$ cat src/rtl/fft_bfly_stage_pipe.sv
// Streaming radix-2 butterfly, x0 = a + W*b and x1 = a - W*b, in a 3-stage valid/ready pipeline.
// Define FFT_BFLY_ROUND_EN for round-half-up in place of truncation (stage-2 shift and 1/2 scale).
module fft_bfly_stage_pipe #(
   parameter int unsigned bits    = 16,
   parameter int unsigned fix_bit = 7,
   parameter int unsigned LOG2N   = 5
) (
   input  logic              clk,
   input  logic              reset,
   input  logic              in_valid,
   output logic              in_ready,
   input  logic [2*bits-1:0] in_a,
   input  logic [2*bits-1:0] in_b,
   input  logic [2*bits-1:0] in_tw,
   input  logic              inverse,
   input  logic              scale,
   output logic              out_valid,
   input  logic              out_ready,
   output logic [2*bits-1:0] out_x0,
   output logic [2*bits-1:0] out_x1,
   output logic              out_last,
   output logic [7:0]        frame_cnt,
   input  logic              clr_ovf,
   output logic              ovf
);

   localparam int unsigned PW = 2*bits + 1;
   localparam int unsigned PB = bits + 1;
   localparam int unsigned SW = bits + 2;
   localparam int unsigned CW = (LOG2N > 1) ? LOG2N - 1 : 1;
   localparam logic [CW-1:0] CNT_LAST = CW'((64'd1 << (LOG2N - 1)) - 64'd1);

   localparam logic signed [bits-1:0] SMIN = {1'b1, {(bits-1){1'b0}}};
   localparam logic signed [bits-1:0] SMAX = {1'b0, {(bits-1){1'b1}}};
   localparam logic signed [SW-1:0] SW_MIN = SW'(SMIN);
   localparam logic signed [SW-1:0] SW_MAX = SW'(SMAX);

`ifdef FFT_BFLY_ROUND_EN
   localparam logic signed [PW-1:0] P_RND = PW'((64'd1 << fix_bit) >> 1);
   localparam logic signed [SW-1:0] S_RND = SW'(1);
`else
   localparam logic signed [PW-1:0] P_RND = '0;
   localparam logic signed [SW-1:0] S_RND = '0;
`endif

   function automatic logic signed [SW-1:0] combine(input logic signed [bits-1:0] a,
                                                    input logic signed [PB-1:0]   p,
                                                    input logic                   sub,
                                                    input logic                   sc);
      logic signed [SW-1:0] s;
      s = sub ? SW'(a) - SW'(p) : SW'(a) + SW'(p);
      if (sc) s = (s + S_RND) >>> 1;
      return s;
   endfunction

   function automatic logic signed [bits-1:0] clamp(input logic signed [SW-1:0] v);
      if (v > SW_MAX) return SMAX;
      if (v < SW_MIN) return SMIN;
      return bits'(v);
   endfunction

   function automatic logic clipped(input logic signed [SW-1:0] v);
      return (v > SW_MAX) || (v < SW_MIN);
   endfunction

   // Flow control: a full output stage blocks every stage behind it, bubbles included.
   logic advance, accept;
   logic v1_q, v2_q, v3_q;

   assign advance  = ~v3_q | out_ready;
   assign in_ready = reset & advance;
   assign accept   = in_valid & in_ready;

   // Stage 1: capture operands, conjugate twiddle in inverse mode.
   logic signed [bits-1:0] in_wi, wi_eff;
   logic signed [bits-1:0] ar1_q, ai1_q, br1_q, bi1_q, wr1_q, wi1_q;
   logic                   sc1_q, last1_q;
   logic [CW-1:0]          bf_cnt_q;

   assign in_wi = in_tw[bits-1:0];

   always_comb begin
      wi_eff = in_wi;
      if (inverse) wi_eff = (in_wi == SMIN) ? SMAX : -in_wi;
   end

   always_ff @(posedge clk or negedge reset) begin
      if (!reset) begin
         v1_q     <= 1'b0;
         ar1_q    <= '0;
         ai1_q    <= '0;
         br1_q    <= '0;
         bi1_q    <= '0;
         wr1_q    <= '0;
         wi1_q    <= '0;
         sc1_q    <= 1'b0;
         last1_q  <= 1'b0;
         bf_cnt_q <= '0;
      end else begin
         if (advance) begin
            v1_q    <= accept;
            ar1_q   <= in_a[2*bits-1:bits];
            ai1_q   <= in_a[bits-1:0];
            br1_q   <= in_b[2*bits-1:bits];
            bi1_q   <= in_b[bits-1:0];
            wr1_q   <= in_tw[2*bits-1:bits];
            wi1_q   <= wi_eff;
            sc1_q   <= scale;
            last1_q <= (bf_cnt_q == CNT_LAST);
         end
         if (accept) bf_cnt_q <= (bf_cnt_q == CNT_LAST) ? '0 : bf_cnt_q + CW'(1);
      end
   end

   // Stage 2: complex multiply p = W*b, scaled back by the twiddle's fractional bits.
   logic signed [PW-1:0] pr_full, pi_full;
   logic signed [PB-1:0] pr_d, pi_d;
   logic signed [bits-1:0] ar2_q, ai2_q;
   logic signed [PB-1:0]   pr2_q, pi2_q;
   logic                   sc2_q, last2_q;

   always_comb begin
      pr_full = PW'(br1_q) * PW'(wr1_q) - PW'(bi1_q) * PW'(wi1_q);
      pi_full = PW'(br1_q) * PW'(wi1_q) + PW'(bi1_q) * PW'(wr1_q);
      pr_d    = PB'((pr_full + P_RND) >>> fix_bit);
      pi_d    = PB'((pi_full + P_RND) >>> fix_bit);
   end

   always_ff @(posedge clk or negedge reset) begin
      if (!reset) begin
         v2_q    <= 1'b0;
         ar2_q   <= '0;
         ai2_q   <= '0;
         pr2_q   <= '0;
         pi2_q   <= '0;
         sc2_q   <= 1'b0;
         last2_q <= 1'b0;
      end else if (advance) begin
         v2_q    <= v1_q;
         ar2_q   <= ar1_q;
         ai2_q   <= ai1_q;
         pr2_q   <= pr_d;
         pi2_q   <= pi_d;
         sc2_q   <= sc1_q;
         last2_q <= last1_q;
      end
   end

   // Stage 3: sum/difference, optional halving, saturation.
   logic signed [SW-1:0]   s0r, s0i, s1r, s1i;
   logic                   sat;
   logic signed [bits-1:0] x0r_q, x0i_q, x1r_q, x1i_q;
   logic                   last3_q, ovf_q;
   logic [7:0]             frame_q;

   always_comb begin
      s0r = combine(ar2_q, pr2_q, 1'b0, sc2_q);
      s0i = combine(ai2_q, pi2_q, 1'b0, sc2_q);
      s1r = combine(ar2_q, pr2_q, 1'b1, sc2_q);
      s1i = combine(ai2_q, pi2_q, 1'b1, sc2_q);
      sat = clipped(s0r) | clipped(s0i) | clipped(s1r) | clipped(s1i);
   end

   always_ff @(posedge clk or negedge reset) begin
      if (!reset) begin
         v3_q    <= 1'b0;
         x0r_q   <= '0;
         x0i_q   <= '0;
         x1r_q   <= '0;
         x1i_q   <= '0;
         last3_q <= 1'b0;
      end else if (advance) begin
         v3_q <= v2_q;
         if (v2_q) begin
            x0r_q   <= clamp(s0r);
            x0i_q   <= clamp(s0i);
            x1r_q   <= clamp(s1r);
            x1i_q   <= clamp(s1i);
            last3_q <= last2_q;
         end
      end
   end

   // A new saturation takes priority over a simultaneous clear.
   always_ff @(posedge clk or negedge reset) begin
      if (!reset) begin
         ovf_q   <= 1'b0;
         frame_q <= '0;
      end else begin
         if (advance && v2_q && sat) ovf_q <= 1'b1;
         else if (clr_ovf)           ovf_q <= 1'b0;
         if (v3_q && out_ready && last3_q) frame_q <= frame_q + 8'd1;
      end
   end

   assign out_valid = v3_q;
   assign out_x0    = {x0r_q, x0i_q};
   assign out_x1    = {x1r_q, x1i_q};
   assign out_last  = last3_q;
   assign frame_cnt = frame_q;
   assign ovf       = ovf_q;

endmodule

$ cat config.mk
export PLATFORM = sky130hd
export DESIGN_NAME = fft_bfly_stage_pipe
export DESIGN_NICKNAME = d
export VERILOG_FILES = /design/src/rtl/fft_bfly_stage_pipe.sv
export SDC_FILE = /design/constraint.sdc
export NUM_CORES = 2
export LEC_CHECK = 0
export CAP_MARGIN = 15
export CELL_PAD_IN_SITES_DETAIL_PLACEMENT = 1
export CELL_PAD_IN_SITES_GLOBAL_PLACEMENT = 2
export CORE_MARGIN = 2
export CORE_UTILIZATION = 43
export DETAILED_ROUTE_END_ITERATION = 12
export DONT_BUFFER_PORTS = 1
export PLACE_DENSITY_LB_ADDON = 0.1
export SLEW_MARGIN = 20
export SYNTH_ARGS = -nofsm -noshare
export SYNTH_HDL_FRONTEND = slang
export SYNTH_SLANG_ARGS = --single-unit
export TNS_END_PERCENT = 1
$ cat constraint.sdc
create_clock -name clk -period 9.7 [get_ports clk]
set_clock_uncertainty 0.15 [all_clocks]
set_input_delay 1.94 -clock clk [delete_from_list [all_inputs] [get_ports clk]]
set_output_delay 1.94 -clock clk [all_outputs]
set_load 0.01 [all_outputs]
### Word level (Yosys, flattened, before mapping)

Index checks and enable logic that the tools add are counted.

* bitwise operators: 7
* reductions and logical operators: 10
* multipliers: 4
* mux-type cells: 53
* shift operators: 0
* add/subtract/negate cells: 9
* divide/modulo/power cells: 0
* order comparisons: 8
* eq/ne operators: 2

Operators by type and width (count)
* 2-to-1 mux 16 bit: 18
* multiplier 16 x 16 -> 24 bit: 4
* greater-than comparator 18 x 16 -> 1 bit (second input constant): 4
* less-than comparator 18 x 16 -> 1 bit (second input constant): 4
* 2-to-1 mux 17 bit: 4
* adder 16 x 17 -> 18 bit: 2
* subtractor 16 x 17 -> 18 bit: 2
* 2-to-1 mux 1 bit: 30
* adder 24 bit: 1
* subtractor 24 bit: 1
* == test 16 bit (second input constant): 1
* negation 16 bit: 1
* adder 8 x 1 -> 8 bit (second input constant): 1
* adder 4 x 1 -> 4 bit (second input constant): 1
* == test 4 bit (second input constant): 1
* logical AND 1 bit: 4
* logical OR 1 bit: 4
* 2-to-1 mux 4 bit: 1
* bitwise OR 1 bit: 4
* bitwise AND 1 bit: 2
* AND reduction 2 bit: 1
* nonzero test 2 bit: 1
* inverter 1 bit: 1

* memory bits (read-only): 0
* latch bits: 0
* bits of input ports: 103
* output and inout bits: 76
* memory bits (writable): 0
* bits in registers: 247
* memories: 0

### Longest topological paths before layout

* depth in word-level cells: 11
* depth in mapped cells: 29

### Worst setup path before layout

No wires, ideal clock.

* path kind: reg-to-reg
* from: register bi1_q[15]
* to: register pr2_q[16]
* path buffers: 2
* cell stages (with the launch flop): 28
* path slack: 2.453 ns
* clock period less this slack: 7.247 ns
* arrival: 6.960 ns
* library setup time: 0.137 ns
* cells stage by stage: dfrtp_1 -> clkbuf_1 -> clkbuf_1 -> nand2_1 -> inv_1 -> fa_1 -> inv_1 -> fa_1 -> inv_1 -> fa_1 -> inv_1 -> fa_1 -> fa_1 -> fa_1 -> fa_1 -> inv_1 -> fa_1 -> inv_1 -> ha_1 -> and3_1 -> and3_1 -> o21ai_0 -> nand3b_1 -> and4_1 -> o31a_1 -> a21bo_2 -> xnor2_1 -> a21oi_1

* longest elaborated chain between the ends: 2

Ends and longest elaborated chain
* start: declaration: RTL line 76 `logic signed [bits-1:0] ar1_q, ai1_q, br1_q, bi1_q, wr1_q, wi1_q;`
* start signal: assignment: RTL line 105 `bi1_q <= in_b[bits-1:0];`
* multiplier 16 x 16 -> 24 bit: RTL line 123 `pr_full = PW'(br1_q) * PW'(wr1_q) - PW'(bi1_q) * PW'(wi1_q);`
* subtractor 24 bit: RTL line 123
* end signal: assignment: RTL line 142 `pr2_q <= pr_d;`
* end: declaration: RTL line 119 `logic signed [PB-1:0] pr2_q, pi2_q;`

Every way passes these cells.
A chain may end at the register's enable or synchronous reset.

### Worst setup path in the final report

* from: register bi1_q[10]
* to: register pi2_q[16]

* longest elaborated chain between the ends: 2

Ends and longest elaborated chain
* multiplier 16 x 16 -> 24 bit: RTL line 124 `pi_full = PW'(br1_q) * PW'(wi1_q) + PW'(bi1_q) * PW'(wr1_q);`
* adder 24 bit: RTL line 124
* end signal: assignment: RTL line 143 `pi2_q <= pi_d;`
* end: declaration: RTL line 119

Every way passes these cells.

==> results.toml <==
[detailed_routing]
detail_route.first_pass.iterations = 5
routed-wl-met2_microns = 66500
drt_total_wl_microns = 135000
wirelength_met1_microns = 59100
vias_post_dr = 31800
per_cell_routed_wire_length_microns = 21.6
top_signal_layer_used = "met4"
detail_route.iter0.violations = 1353
route.met3.wl_microns = 4680
route.detailed.drc = 0
avgViaCountPerCell = 5.10
postRouteAntennaNets = 0

[global_routing]
grt_pass1_wl_microns = 214000
vias_in_the_first_global_route = 35800
grt_start_max_net_pins = 249
globalRoute.totalOverflow = 0
antenna_found_initial = 2
grtUsageTotal_pct = 26.5

[place]
detailedPlacementHpwl_microns = 106000
gpl.final_weighted_congestion = 0.856
place.port_buffers = 0

[setup_path]
timing.critical_path.arrival_ps = 8430
cp_common_cell = "sky130_fd_sc_hd__fa_1"
slowest_delay_ps = 1100
r2r_end = "pi2_q[16]"
r2r-start = "bi1_q[10]"
critical_path.cell_chain = "nand2_1 -> fa_1 -> fa_1 -> inv_1 -> fa_1 -> inv_1 -> fa_1 -> inv_1 -> fa_1 -> fa_1 -> fa_1 -> inv_1 -> fa_1 -> inv_1 -> ha_1 -> o2111ai_1 -> nor4b_1 -> o2111ai_1 -> a211o_1 -> nand3_1 -> o21a_1 -> a21bo_2 -> xnor2_1 -> a21oi_1"
critical_path_class = "flop to flop"
timing.reg2reg.worst_path_depth = 24
worstSetupEndpointType = "flop"
start_kind = "flop"
crit_path_top_delay_cell = "sky130_fd_sc_hd__dfrtp_1"
cp.required_ps = 9980
r2r_slack_ps = 1550
critical_path_peak_fanout = 21

[clocking]
tritoncts = "built"
clock-root-buffer = "sky130_fd_sc_hd__clkbuf_16"
tritoncts_num_sinks = 247
cts_made_buffers = 36
clock_tree.htree_level_count = 2
cts_hold_buf = 0
clock_insertion_delay_worst_skew_ps = 600
cts.path.max_buffers = 3
cts.clk_slew.worst_paths_ps = 60
post_cts.resized_instances = 0
post_cts_buffers = 0

[cells_and_area]
multi_input_area_sq_mm = 0.0333
post_route_cells_drive_above_1_share_pct = 4.09
register_area_sq_mm = 0.00619
top_library_cells_by_usage_in_the_layout_fill_and_taps_aside = "sky130_fd_sc_hd__inv_1, sky130_fd_sc_hd__fa_1, sky130_fd_sc_hd__nand2_1"
layout_commonest_cell = "sky130_fd_sc_hd__inv_1"
number_of_fill_cells = 11900
area_delta_synth_final_pct = 5.84
final_net_count = 6105

[sta]
timing.max_slew.rel_slack_pct = 21.5
timing.final.crit_period_ps = 8150
setup_viol_count_final = 0
totalNegativeSetupSlack_ps = 0
whs_ps = 313
hold_violations = 0
final.period_utilization_pct = 84.0
fmax_mhz = 123
tightestPinTransition_ps = 1180
count_of_final_max_slew_check_failures = 0
grt_setup_unrepaired = "false"

[min_path]
hold_depth = 2
hold_path_startpoint = "ar1_q[2]"
hold_end = "ar2_q[2]"
hold_class = "flop to flop"

[synthesis]
synth_seq_cells = 247
syn-mean-instance-area_sq_um = 8.92
yosys.cell_types.count = 89
synth_largest_type_area_fraction_pct = 37.5
postSynthCellCount = 4979
commonest_register_cell_after_synthesis = "sky130_fd_sc_hd__dfrtp_1"
netlist_area_sq_mm = 0.0444
synthArstFlopShare_pct = 100
synth_enable_flop_cells = 0
yosysWarningCount = 0
yosysSeqAreaShare_pct = 13.9
synth_area_leaders = "sky130_fd_sc_hd__fa_1, sky130_fd_sc_hd__dfrtp_1, sky130_fd_sc_hd__ha_1"
synth_top_area_cell = "sky130_fd_sc_hd__fa_1"
postSynthNetCount = 6242

[floorplan]
placementRows = 117
fp.dieArea_sq_mm = 0.106
floorplan.io_pins = 179
die_height_microns = 325
dieWidth_microns = 325
initial_utilization_pct = 43.5
core_region_area_sq_mm = 0.102

[run_status]
outcome = "finished, final reports clean"

[flow_run]
max_cap_viol_count = 0
layout make-up:
cell class	count	area share, %
antenna	1	0.00533
clock buffer	46	2.13
clock inverter	17	0.474
inverter	1039	8.30
sequential	247	13.2
timing repair buffer	89	1.48
tap	1368	3.64
multi-input combinational	3429	70.8
metrics by stage:
stage / cell area [sq um] / utilization, % / std cells / setup WS, ps
after detailed placement: 45800 / 44.8 / 6172 / 1540
after global routing: 47000 / 46.0 / 6235 / 1210
after global placement: 45800 / 44.8 / 6172 / 1730
after CTS: 47000 / 46.0 / 6235 / 1490
after floorplan: 44400 / - / 4979 / 2450
final: 47000 / 46.0 / 6236 / 1550
state kept, by name (all words and copies together) (netlist names), 4 cells and up:
| register | flops |
|---|---|
| pi2_q | 17 |
| pr2_q | 17 |
| ai1_q | 16 |
| ai2_q | 16 |
| ar1_q | 16 |
| ar2_q | 16 |
| bi1_q | 16 |
| br1_q | 16 |
| wi1_q | 16 |
| wr1_q | 16 |
| x0i_q | 16 |
| x0r_q | 16 |
| x1i_q | 16 |
| x1r_q | 16 |
| frame_cnt | 8 |
| bf_cnt_q | 4 |
cell families (layout without fill, tap and decap cells):
| family | count (synthesis) | after routing | share of synthesized area (%) |
|---|---|---|---|
| mux | 14 | 14 | 0.335 |
| xor+xnor | 197 | 197 | 3.90 |
| buf+inv | 1303 | 1191 | 11.2 |
| fa+ha+maj | 1160 | 1160 | 46.8 |
| simple gates | 1687 | 1687 | 18.2 |
| other cells | 0 | 1 | 0 |
| flops | 247 | 247 | 13.9 |
| compound gates | 371 | 371 | 5.65 |
worst max-delay path, delay by kind of cell (launching register included):
family	cells	cell delay (ps)
AO/OA/AOI/OAI	6	1180
adder cells (fa/ha/maj)	9	4400
AND/OR/NAND/NOR	3	760
XOR/XNOR	1	110
flip-flops	1	1100
buffers and inverters	5	250
cell usage after synthesis (8+ instances only):
cell                       number
sky130_fd_sc_hd__or3_1         13
sky130_fd_sc_hd__o21a_1        16
sky130_fd_sc_hd__ha_1         328
sky130_fd_sc_hd__o21ai_0       73
sky130_fd_sc_hd__and3_1         8
sky130_fd_sc_hd__a21o_1        17
sky130_fd_sc_hd__o22a_1        29
sky130_fd_sc_hd__nand2b_1      33
sky130_fd_sc_hd__xor2_1        56
sky130_fd_sc_hd__a21oi_1      112
sky130_fd_sc_hd__nor2_1       187
sky130_fd_sc_hd__nor2b_1       21
sky130_fd_sc_hd__dfrtp_1      247
sky130_fd_sc_hd__xnor2_1      140
sky130_fd_sc_hd__nor3_1        46
sky130_fd_sc_hd__clkbuf_1     241
sky130_fd_sc_hd__buf_4          8
sky130_fd_sc_hd__a211oi_1      24
sky130_fd_sc_hd__fa_1         832
sky130_fd_sc_hd__nand2_1      803
sky130_fd_sc_hd__o21bai_1       9
sky130_fd_sc_hd__o31ai_1       15
sky130_fd_sc_hd__and2_1       516
sky130_fd_sc_hd__nand3_1       18
sky130_fd_sc_hd__inv_1       1035
how the worst max path moves through the flow:
stage               cells past startpoint         to      start  slack [ps]
CTS                                    24  pi2_q[16]  bi1_q[10]        1490
detailed placement                     24  pi2_q[16]  bi1_q[10]        1540
global placement                       23  pr2_q[16]   br1_q[5]        1730
finish                                 24  pi2_q[16]  bi1_q[10]        1550
floorplan                              27  pr2_q[16]  bi1_q[15]        2450
global route                           24  pi2_q[16]  bi1_q[10]        1210
layer usage:
layer / vias up / track usage (%)
li1: 14400 / -
met1: 16700 / 34.7
met2: 558 / 45.9
met3: 146 / 2.85
met4: 0 / 8.16
met5: - / 0
Power is left out: the tool's default activity adds up to more than one toggle a clock period on the data nets, which glitch-free logic cannot reach.
